<file path="config.mk">
export PLATFORM = sky130hd
export DESIGN_NAME = rs_issue_scheduler
export DESIGN_NICKNAME = d
export VERILOG_FILES = /design/src/rtl/rs_issue_scheduler.sv
export SDC_FILE = /design/constraint.sdc
export NUM_CORES = 1
export LEC_CHECK = 0
export CORE_UTILIZATION = 59
export CTS_BUF_LIST = sky130_fd_sc_hd__clkbuf_8 sky130_fd_sc_hd__clkbuf_16
export CTS_CLUSTER_SIZE = 30
export DETAILED_ROUTE_END_ITERATION = 8
export PLACE_DENSITY = 0.83
export SLEW_MARGIN = 20
export SYNTH_ARGS = -nofsm -noshare
export SYNTH_HDL_FRONTEND = slang
export SYNTH_SLANG_ARGS = --single-unit
</file>
<file path="constraint.sdc">
create_clock -name clk -period 3.9 [get_ports clk]
set_clock_uncertainty 0.1 [all_clocks]
set_input_delay 1.17 -clock clk [delete_from_list [all_inputs] [get_ports clk]]
set_output_delay 1.17 -clock clk [all_outputs]
set_load 0.02 [all_outputs]
</file>
<file path="src/rtl/rs_issue_scheduler.sv">
// Round-robin issue scheduler: picks one ready reservation-station entry per cycle and holds
// the offer until the functional unit accepts. Optional RS_ISSUE_STATS_EN adds accept/stall counters.
module rs_issue_scheduler #(
  parameter int RS_SIZE = 8,
  parameter int IDX_W   = $clog2(RS_SIZE)
) (
  input  logic               clk,
  input  logic               rst_n,
  input  logic [RS_SIZE-1:0] in_entry_ready,
  input  logic               in_fu_ready,
  input  logic               in_flush,
  output logic               out_issue_valid,
  output logic [IDX_W-1:0]   out_issue_idx,
  output logic [RS_SIZE-1:0] out_entry_clear
`ifdef RS_ISSUE_STATS_EN
  ,
  output logic [15:0]        out_issue_count,
  output logic [15:0]        out_stall_count
`endif
);

  typedef enum logic {IDLE = 1'b0, OFFER = 1'b1} state_t;

  state_t             state_reg;
  logic [IDX_W-1:0]   ptr_reg;
  logic [IDX_W-1:0]   idx_reg;
  logic [IDX_W-1:0]   ptr_next;
  logic [RS_SIZE-1:0] idx_onehot;
  logic [RS_SIZE-1:0] masked_ready;
  logic               accept_eff;

  // First set bit of req searching upward from start, wrapping modulo RS_SIZE.
  function automatic logic [IDX_W-1:0] pick(input logic [RS_SIZE-1:0] req,
                                            input logic [IDX_W-1:0]   start);
    logic [IDX_W-1:0]   sel;
    logic [RS_SIZE-1:0] sh;
    int                 pos;
    sel = start;
    for (int k = RS_SIZE - 1; k >= 0; k--) begin
      pos = int'(start) + k;
      if (pos >= RS_SIZE) pos = pos - RS_SIZE;
      sh = req >> pos;
      if (sh[0]) sel = IDX_W'(pos);
    end
    return sel;
  endfunction

  genvar gi;
  generate
    for (gi = 0; gi < RS_SIZE; gi++) begin : g_onehot
      assign idx_onehot[gi] = (idx_reg == IDX_W'(gi));
    end
  endgenerate

  assign ptr_next        = (idx_reg == IDX_W'(RS_SIZE - 1)) ? '0 : idx_reg + 1'b1;
  assign masked_ready    = in_entry_ready & ~idx_onehot;
  // A reset or flush in the accept cycle abandons the entry, so no free strobe.
  assign accept_eff      = out_issue_valid & in_fu_ready & ~in_flush & rst_n;
  assign out_issue_valid = (state_reg == OFFER);
  assign out_issue_idx   = idx_reg;
  assign out_entry_clear = accept_eff ? idx_onehot : '0;

  always_ff @(posedge clk) begin
    if (!rst_n) begin
      state_reg <= IDLE;
      ptr_reg   <= '0;
      idx_reg   <= '0;
    end else if (in_flush) begin
      state_reg <= IDLE;
    end else if (state_reg == IDLE) begin
      if (|in_entry_ready) begin
        state_reg <= OFFER;
        idx_reg   <= pick(in_entry_ready, ptr_reg);
      end
    end else if (in_fu_ready) begin
      // Back-to-back issue: next pick excludes the entry just accepted.
      ptr_reg <= ptr_next;
      if (|masked_ready) begin
        idx_reg <= pick(masked_ready, ptr_next);
      end else begin
        state_reg <= IDLE;
      end
    end
  end

`ifdef RS_ISSUE_STATS_EN
  logic [15:0] issue_count_reg;
  logic [15:0] stall_count_reg;

  always_ff @(posedge clk) begin
    if (!rst_n) begin
      issue_count_reg <= '0;
      stall_count_reg <= '0;
    end else begin
      if (accept_eff && issue_count_reg != 16'hFFFF)
        issue_count_reg <= issue_count_reg + 16'd1;
      if (out_issue_valid && !in_fu_ready && stall_count_reg != 16'hFFFF)
        stall_count_reg <= stall_count_reg + 16'd1;
    end
  end

  assign out_issue_count = issue_count_reg;
  assign out_stall_count = stall_count_reg;
`endif

endmodule

</file>
==> results of run 1 <==
-- area by class of cell --
| class | instances | area share, % |
|---|---|---|
| Timing Repair Buffer | 62 | 18.56 |
| Clock buffer | 3 | 1.490 |
| Clock inverter | 1 | 0.1354 |
| Sequential cell | 7 | 5.056 |
| Tap cell | 48 | 2.167 |
| Multi-Input combinational cell | 259 | 70.02 |
| Inverter | 19 | 2.573 |
-- worst paths after layout --
check	startpoint	to
worst max-delay path	in_entry_ready[5]	out_issue_idx[1]
worst min-delay path	ptr_reg[2]	ptr_reg[2]
worst max register to register	out_issue_idx[2]	out_issue_idx[1]
worst min register to register	ptr_reg[2]	ptr_reg[2]
-- worst max-delay path, delay by kind of cell --
kind / cells / cell delay [ns]
mux: 1 / 0.49
simple gates: 2 / 0.27
buf+inv: 2 / 0.63
compound gates: 5 / 1.28
-- what timing repair did --
| action | in CTS | in global routing |
|---|---|---|
| hold endpoints to repair | 0 | 0 |
| endpoints found under the setup margin | 8 | 1 |
| cloned | 0 | 0 |
| resized for setup | 8 | 1 |
-- metrics by stage --
stage / hold WS (ns) / worst slack, ns / area, sq um
after floorplan: 0.5008 / 0.6135 / 2251
after global placement: 0.5658 / -0.1940 / 2735
after detailed placement: 0.5793 / -0.2017 / 2735
after CTS: 0.5871 / 0.06836 / 2770
after global routing: 0.6250 / 0.008327 / 2771
final: 0.5961 / 0.05658 / 2771
-- placed cells by master, fill, tap and decap left out, drive strengths merged, types with 4 or more instances in the layout --
cell,instances
nand2b,5
nor4,4
o211ai,5
dfxtp,7
nor2,16
inv,19
a211oi,6
o21ai,20
nor3,7
mux2,6
xnor2,4
or3,4
mux2i,5
dlygate4sd2,7
a21boi,5
o2111ai,6
and2,4
nand2,31
and3,5
a31oi,11
ha,20
buf,39
mux4,9
a21o,6
a21oi,23
clkdlybuf4s50,15
nand3,8
o22ai,6
-- cells in the mapped netlist, types with 6 or more instances --
cell	number	area share (%)
mux2_2	6	3.0
nor2_1	16	2.7
clkbuf_1	6	1.0
a21oi_1	20	4.4
nand3_1	8	1.8
a21o_1	6	2.0
o21ai_0	16	3.6
nand2_1	31	5.2
nor3_1	6	1.3
inv_1	18	3.0
o2111ai_1	6	2.3
a31oi_1	10	2.8
o22ai_1	6	1.7
buf_2	7	1.6
ha_1	20	11
mux4_2	9	9.0
a211oi_1	6	2.0
dfxtp_1	7	6.2
-- kinds of logic after synthesis --
| logic type | count (synthesis) | synth area share (%) |
|---|---|---|
| mux | 20 | 14.23 |
| buf+inv | 36 | 7.559 |
| simple gates | 104 | 24.13 |
| flops | 7 | 6.225 |
| fa+ha+maj | 20 | 11.12 |
| xor+xnor | 5 | 1.945 |
| compound gates | 110 | 34.80 |
-- power groups by stage --
stage / clock network, mW / logic, mW / registers [mW]
3_5_place_dp: 0 / 0.581 / 0.0863
6_report: 0.0993 / 0.601 / 0.0857
5_1_grt: 0.105 / 0.652 / 0.0863
4_1_cts: 0.100 / 0.584 / 0.0853
3_3_place_gp: 0 / 0.571 / 0.0861
2_1_floorplan: 0 / 0.399 / 0.0886
-- metal layers --
| metal | GRT usage, % | vias to the layer above |
|---|---|---|
| met1 | 51.31 | 1237 |
| met3 | 4.821 | 23 |
| li1 | - | 1256 |
| met2 | 58.64 | 156 |
| met4 | 9.943 | 0 |
| met5 | 0 | - |
==> results.yml, run 1 <==
outcome:
  status: "completed"
die:
  die-area_sq_mm: 0.004066
  row_count: 22
  top_level_ports: 24
  dieWidth_um: 63.77
  die_y_um: 63.77
  coreArea_sq_mm: 0.003661
  initial_core_util_pct: 61.48
power:
  power_frac_seq_pct: 10.9
  ir_drop_v: 0.0002021
  swShare_pct: 48.20
  share_comb_of_total_power_pct: 76.5
  finalPower_uw: 785.8
  power_switching_uw: 378.7
  p_clk_share_pct: 12.6
  intPower_uw: 407.1
  powerDensity_mw_per_mm2: 283.5
  leakage_nw: 1.181
grt:
  antenna_found_initial: 0
  grt_max_degree: 18
  first_global_vias: 2461
  grt_pass1_wl_um: 11870
  gr-total-overflow: 0
  grt_usage_pct: 36.69
worst_setup_path:
  cp_max_fo: 4
  required_ns: 3.90
  endpoint_kind: "flip-flop"
  arrival_ns: 3.84
  crit_type: "primary input to flip-flop"
  critical_path.slowest_cell: "a2111oi_0"
  startpoint_type: "primary input"
  cpPeakStageDelay_ns: 0.51
  cpMostUsedCell: "a21oi_1"
  r2r_setup_slack_ns: 0.34
  reg2regPathDepth: 10
  path_cells: "clkdlybuf4s50_1 > buf_4 > mux4_2 > nor2b_1 > a21oi_1 > nand3b_1 > a2111oi_0 > a21oi_1 > a221oi_1 > o41ai_2"
clocking:
  cts_tree: "yes"
  clkTransAtPathRegs_ns: 0.04
  clk_path_buf_depth: 2
  h-tree-depth: 1
  numCtsBuffers: 3
  cts_setup_buffers: 0
  cts_hold_buf: 0
  cts_root_buf: "clkbuf_8"
  clock_sinks: 7
  insertion_delay_ns: 0.23
cells_and_area:
  n_antenna_cell: 0
  syn_to_final_growth_pct: 23.12
  multiInputGateArea_sq_mm: 0.001941
  drive_above_1_share_pct: 20.23
  fin_cells: 399
  nets: 384
  fin_util_pct: 75.70
  final-seq-area_sq_um: 140.1
  fill_cells: 288
timing:
  setup_viol: 0
  hold_viol: 0
  final_max_slew_viol_count: 0
  min_period_over_period_pct: 98.55
  worstMarginPinSlew_ns: 0.7287
  timing.fmax_mhz: 260.2
  setup_tns_ns: 0
  rsz0062_at_grt: "false"
  max-slew-margin-rel_pct: 51.07
  fin_crit_ns: 3.843
place:
  hpwlAfterDp_um: 5504
  gp_congestion: 0.9359
  dp.cells: 395
  io_buffers: 23
synthesis:
  ys_ff_latch: 7
  syn_nets: 334
  synthArstFlopShare_pct: 0
  synthCells: 302
  synth.distinct_cells: 67
  synthFlopType: "dfxtp_1"
  avgSynthCellArea_sq_um: 7.453
  syn-cell-area_sq_mm: 0.002251
  ys_seq_area_share_pct: 6.226
  synth_edf_count: 0
  ys_warn_count: 0
worst_hold_path:
  holdCritPathClass: "flip-flop to flip-flop"
  hold_depth: 3
routing:
  top_layer: "met4"
  drc: 0
  first_pass_iters: 4
  wirelength_um: 7091
  first_iter_violations: 309
  num_vias: 2672
  wire_per_inst_um: 17.77
  wl_met3_um: 653
  wl_met1_um: 3177
  ant_nets: 0
  routed-wl-met2_um: 3088
  viasPerCell: 6.697
flow_run:
  maxCapViolations: 0
No activity file was read; power rests on OpenSTA's default activity.
==> inputs of run 2 (changes only) <==
--- a/config.mk
+++ b/config.mk
@@ -10,7 +10,7 @@
 export CTS_CLUSTER_SIZE = 30
 export DETAILED_ROUTE_END_ITERATION = 8
 export PLACE_DENSITY = 0.83
-export SLEW_MARGIN = 20
+export SLEW_MARGIN = 15
 export SYNTH_ARGS = -nofsm -noshare
 export SYNTH_HDL_FRONTEND = slang
 export SYNTH_SLANG_ARGS = --single-unit
==> results of run 2 <==
No change in the layout: final DEF, timing and power equal those of run 1.
==> inputs of run 3 (changes only) <==
--- a/config.mk
+++ b/config.mk
@@ -14,3 +14,4 @@
 export SYNTH_ARGS = -nofsm -noshare
 export SYNTH_HDL_FRONTEND = slang
 export SYNTH_SLANG_ARGS = --single-unit
+export TNS_END_PERCENT = 10
==> constraint.sdc (replaced) <==
create_clock -name clk -period 3.9 [get_ports clk]
set_clock_uncertainty 0.1 [all_clocks]
set_input_delay 1.17 -clock clk [delete_from_list [all_inputs] [get_ports clk]]
set_output_delay 1.17 -clock clk [all_outputs]
set_load 0.05 [all_outputs]
==> run 3 against run 2 <==
Against the previous run: global-route usage is 1.8 points lower; non-clock buffer count is 9 lower; final area is 0.86% higher; flip-flop and latch count stayed put; critical path depth is 5 lower; first-iteration DRC count is 12% higher; combinational power is 1% lower; maximum frequency is 1.0% higher; total power is 1.6% lower; cell count is 2.3% lower; core utilization is 0.65 points higher; sequential power is 4.7% lower.
==> results.yml, run 3 (synthesis results as in run 1) <==
outcome:
  status: "completed"
worst_setup_path:
  endpoint_kind: "output port"
  startpoint_type: "primary input"
  r2r_setup_slack_ns: 0.55
  crit_type: "primary input to output port"
  arrival_ns: 2.54
  cp_max_fo: 7
  required_ns: 2.63
worst_hold_path:
  holdCritPathClass: "flip-flop to flip-flop"
routing:
  wire_per_inst_um: 17.92
  wirelength_um: 6988
  ant_nets: 0
  first_pass_iters: 5
  drc: 0
  first_iter_violations: 346
  num_vias: 2628
  viasPerCell: 6.738
clocking:
  cts_hold_buf: 0
  cts_tree: "yes"
  numCtsBuffers: 3
  h-tree-depth: 1
  clkTransAtPathRegs_ns: 0.04
  cts_setup_buffers: 0
  insertion_delay_ns: 0.23
  clock_sinks: 7
  clk_path_buf_depth: 2
  cts_root_buf: "clkbuf_8"
die:
  row_count: 22
  coreArea_sq_mm: 0.003661
  top_level_ports: 24
  initial_core_util_pct: 61.48
  die_y_um: 63.77
  dieWidth_um: 63.77
  die-area_sq_mm: 0.004066
cells_and_area:
  drive_above_1_share_pct: 20.76
  fill_cells: 299
  fin_cells: 390
  layout_commonest_cell: "nand2_1"
  n_antenna_cell: 0
  fin_util_pct: 76.35
  final_cell_mix: "31 x nand2_1, 30 x buf_4, 20 x a21oi_1, 20 x ha_1, 19 x inv_1"
  nets: 375
  syn_to_final_growth_pct: 24.18
grt:
  grt_pass1_wl_um: 11270
  gr-total-overflow: 0
  antenna_found_initial: 0
  grt_max_degree: 18
  grt_usage_pct: 34.92
  first_global_vias: 2277
power:
  leakage_nw: 1.138
  powerDensity_mw_per_mm2: 276.7
  ir_drop_v: 0.0002170
place:
  dp.cells: 386
  gp_congestion: 0.9720
  hpwlAfterDp_um: 5469
  io_buffers: 23
timing:
  hold_viol: 0
  final_max_slew_viol_count: 0
  worstMarginPinSlew_ns: 0.6902
  timing.fmax_mhz: 262.8
  fin_crit_ns: 3.805
  rsz0062_at_grt: "false"
  setup_tns_ns: 0
  max-slew-margin-rel_pct: 53.65
  hold_ws_ns: 0.5781
  setup_viol: 0
  min_period_over_period_pct: 97.57
flow_run:
  maxCapViolations: 0
run 3: cell types whose count changed in the layout (fill, tap and decap cells not counted), sizes merged:
cell / before / now
buf: 39 / 38
clkdlybuf4s15: 1 / 0
dlygate4sd2: 7 / 0
run 3: through the flow:
| stage | cell area [sq um] | setup WS (ns) | total power [mW] |
|---|---|---|---|
| after floorplan | 2251 | 0.2040 | 0.4972 |
| after global placement | 2748 | -0.008929 | 0.6517 |
| after CTS | 2793 | 0.03881 | 0.7622 |
| after global routing | 2795 | 0.006676 | 0.8310 |
| after detailed placement | 2748 | 0.02244 | 0.6583 |
| final | 2795 | 0.09484 | 0.7735 |
run 3: cell type report:
cell class	count	area [sq um]	area share, %
inverter	19	71.32	2.551
tap	48	60.06	2.149
clock buffer	3	41.29	1.477
multi-input combinational	259	1943	69.52
sequential	7	140.1	5.013
timing repair buffer	53	535.5	19.16
clock inverter	1	3.754	0.1343
run 3: power breakdown:
part	switching (mW)	internal (mW)	total [mW]
registers	0.00481	0.0769	0.0817
logic	0.345	0.248	0.593
clock network	0.0311	0.0680	0.0991
run 3: worst max-delay path, cell delays in order:
cell and delay [ns]:
clkdlybuf4s50_1 0.57, nand2b_1 0.16, nor2_2 0.23, and3_1 0.25, buf_12 0.15
run 3: per-layer routing:
| metal | GRT usage [%] | part of all wire, % |
|---|---|---|
| met4 | 5.966 | 1.2 |
| met2 | 53.06 | 44 |
| met5 | 0 | 0 |
| met3 | 4.107 | 12 |
| met1 | 52.73 | 42 |
run 3: repair_timing:
item | 4_1_cts | 5_1_grt
gates resized for setup | 0 | 1
setup endpoints to repair | 0 | 6
hold endpoints to repair | 0 | 0
run 3: path summary, 6_finish.rpt:
path,cells after the start,from,end
worst min-delay path,3,ptr_reg[1],ptr_reg[1]
worst min register to register,3,ptr_reg[1],ptr_reg[1]
worst max register to register,11,out_issue_idx[0],out_issue_idx[1]
worst max-delay path,5,rst_n,out_entry_clear[0]
==> RTL edit, RTL diff (flow settings as in run 1) <==
`RS_SIZE`: 8 -> 16.
--- a/src/rtl/rs_issue_scheduler.sv
+++ b/src/rtl/rs_issue_scheduler.sv
@@ -2,5 +2,5 @@
 // the offer until the functional unit accepts. Optional RS_ISSUE_STATS_EN adds accept/stall counters.
 module rs_issue_scheduler #(
-  parameter int RS_SIZE = 8,
+  parameter int RS_SIZE = 16,
   parameter int IDX_W   = $clog2(RS_SIZE)
 ) (
Ports: changed (resized in_entry_ready, out_entry_clear and out_issue_idx); port bits go from 24 to 41. No check against the original RTL was run, so the function may have changed too.
==> RTL edit against run 1 <==
  * The flow now finishes with violations (DRC)
  * Worst setup slack gained 0.032 ns
  * Die area rose by 140%
  * Sequential cell count is 2 higher
  * Area after synthesis rose by 140%
  * Global-route usage is 8.9 points higher
  * Final area increased to 2.5 times the old value
  * Clock power increased by 21%
  * Routed wire length grew to 3.0 times the old value
  * Critical path depth unchanged
  * Power grew to 3.3 times the old value
  * First-iteration DRC count grew to 2.8 times the old value
  * Combinational power increased to 3.9 times the old value
  * Critical path type unchanged
  * Final cell count up 140%
==> RTL edit: results (changes against run 1) <==
CTS root buf=clkbuf_8; largest net degree at the start of global routing=36 (+18); nets@finish=893 (+130%); hold crit path type=reg2reg; top cells by instance count after synthesis=nand2_1, nor2_1, mux4_2; DR pass1 iterations=8 (+4); clk buf depth=2 (unchanged); CP top delay family=multiplexers; synth top area cells=mux4_2, mux2i_1, nand2_1, ha_1, mux2_2; P_leak=0.00292 µW (+150%); Post-Place Worst Slack=-0.632 ns (-0.430 ns); Synth Flop Type=dfxtp_1; Num CTS Buffers=3 (unchanged); Crit path arrival time=3.84 ns (about the same); # diodes=0 (unchanged); syn nets=726 (+120%); CP peak stage delay=0.55 ns (+0.04 ns); placed cells=951 (+140%); VDD IR max=0.000394 V (+95%); Post-route DRC=2 (+2); Worst-Skew Late Latency=0.25 ns (+0.02 ns); initial antenna violation count=0 (unchanged); failing checks=DRC; status=complete, but fails checks; first-pass GRT wire length=34.6 mm (+190%); library cells used by synthesis=93 (+39%); asr flop ratio synth=0% (unchanged); Vias/cell=7.05 (+5.2%); final WL=21.3 mm (+200%); final RePlAce weighted congestion=1.09 (+16%); worst-margin pin slew=0.643 ns (-0.0858 ns); Yosys Warn Count=0 (unchanged); vias in the first global route=6526 (+170%); Area after DPL=0.00698 mm² (+160%); hpwl dp=17.0 mm (+210%); ratio of cells with drive above 1 in the final layout=36.7% (+16 points); slowest cell on the critical path=mux4_2; sequential area share after synthesis=3.31% (-2.9 points); Mean Syn Cell Area=7.95 µm² (+6.6%); initial detailed-routing violation count=870 (+180%); Critical Path Fanout Max=5 (+1); Clk pin slew, worst setup/hold paths=0.05 ns; Clock H-tree levels=1 (unchanged); port bufs=40 (+74%); wire per inst=22.2 µm (+25%); GRT Resource Usage Total=45.6% (+8.9 points); Filler cells=613 (+110%)
[RTL edit: cell type report]
class                           count  area [µm²]  area share, %
Multi-Input combinational cell    602        4960           70.6
Clock inverter                      1        5.00         0.0712
Clock buffer                        3        41.3          0.587
Tap cell                          108         135           1.92
Timing Repair Buffer              211        1610           22.9
Inverter                           25        93.8           1.33
Sequential cell                     9         184           2.62
[RTL edit: cells by family (layout without fill, tap and decap cells)]
| group | Yosys count | after routing | synth area share [%] |
|---|---|---|---|
| DFF | 9 | 9 | 3.31 |
| AOI/OAI and AO/OA | 194 | 194 | 26.4 |
| buffers and inverters | 74 | 240 | 7.10 |
| adders and majority gates | 21 | 21 | 4.83 |
| muxes | 104 | 104 | 29.7 |
| xor gates and xnor gates | 24 | 24 | 5.03 |
| and+or+nand+nor | 259 | 259 | 23.6 |
[RTL edit: metal layers]
layer,GRT usage [%],up-vias,share of wire (%)
met5,0,-,0
met2,68.1,525,42
met1,63.5,3153,40
met3,10.2,105,14
li1,-,2974,-
met4,18.5,0,4.9
[RTL edit: through the flow]
step,utilization [%],TNS (ns),total power [µW]
final,79.9,0,2580
after global routing,79.9,-0.0141,2740
after CTS,80.3,0,2490
after detailed placement,79.3,-6.09,2330
after global placement,79.3,-5.47,2270
after floorplan,-,0,1470
[RTL edit: power breakdown]
group          internal [µW]  total [µW]  switching (µW)
logic                   1090        2350            1260
registers               98.9         111            11.6
clock network           70.6         120            49.1
[RTL edit: final timing paths]
| path | slack, ns | endpoint | cells past startpoint | start |
|---|---|---|---|---|
| max | 0.09 | out_issue_idx[2] | 10 | in_entry_ready[0] |
| min | 0.45 | out_issue_idx[1] | 2 | out_issue_idx[1] |
| max reg2reg | 0.16 | out_issue_idx[0] | 13 | out_issue_idx[1] |
| min reg2reg | 0.45 | out_issue_idx[1] | 2 | out_issue_idx[1] |
[RTL edit: what timing repair did]
action                                  4_1_cts  5_1_grt
cloned                                        0        0
pin swaps                                     5        4
hold buffers                                  0        0
gates resized for setup                      50       47
setup buffers                                 3        1
endpoints found under the setup margin       20       20
[RTL edit: worst register-to-register path, stage by stage (launching register included)]
cell     delay [ns]
dfxtp_1        0.39
ha_1           0.23
buf_12         0.19
a31o_1         0.41
buf_4          0.25
o21ai_1        0.12
buf_4          0.16
mux4_1         0.50
mux2_2         0.32
o21a_1         0.19
o21ai_0        0.09
a31oi_1        0.11
mux2_2         0.28
o311a_1        0.28
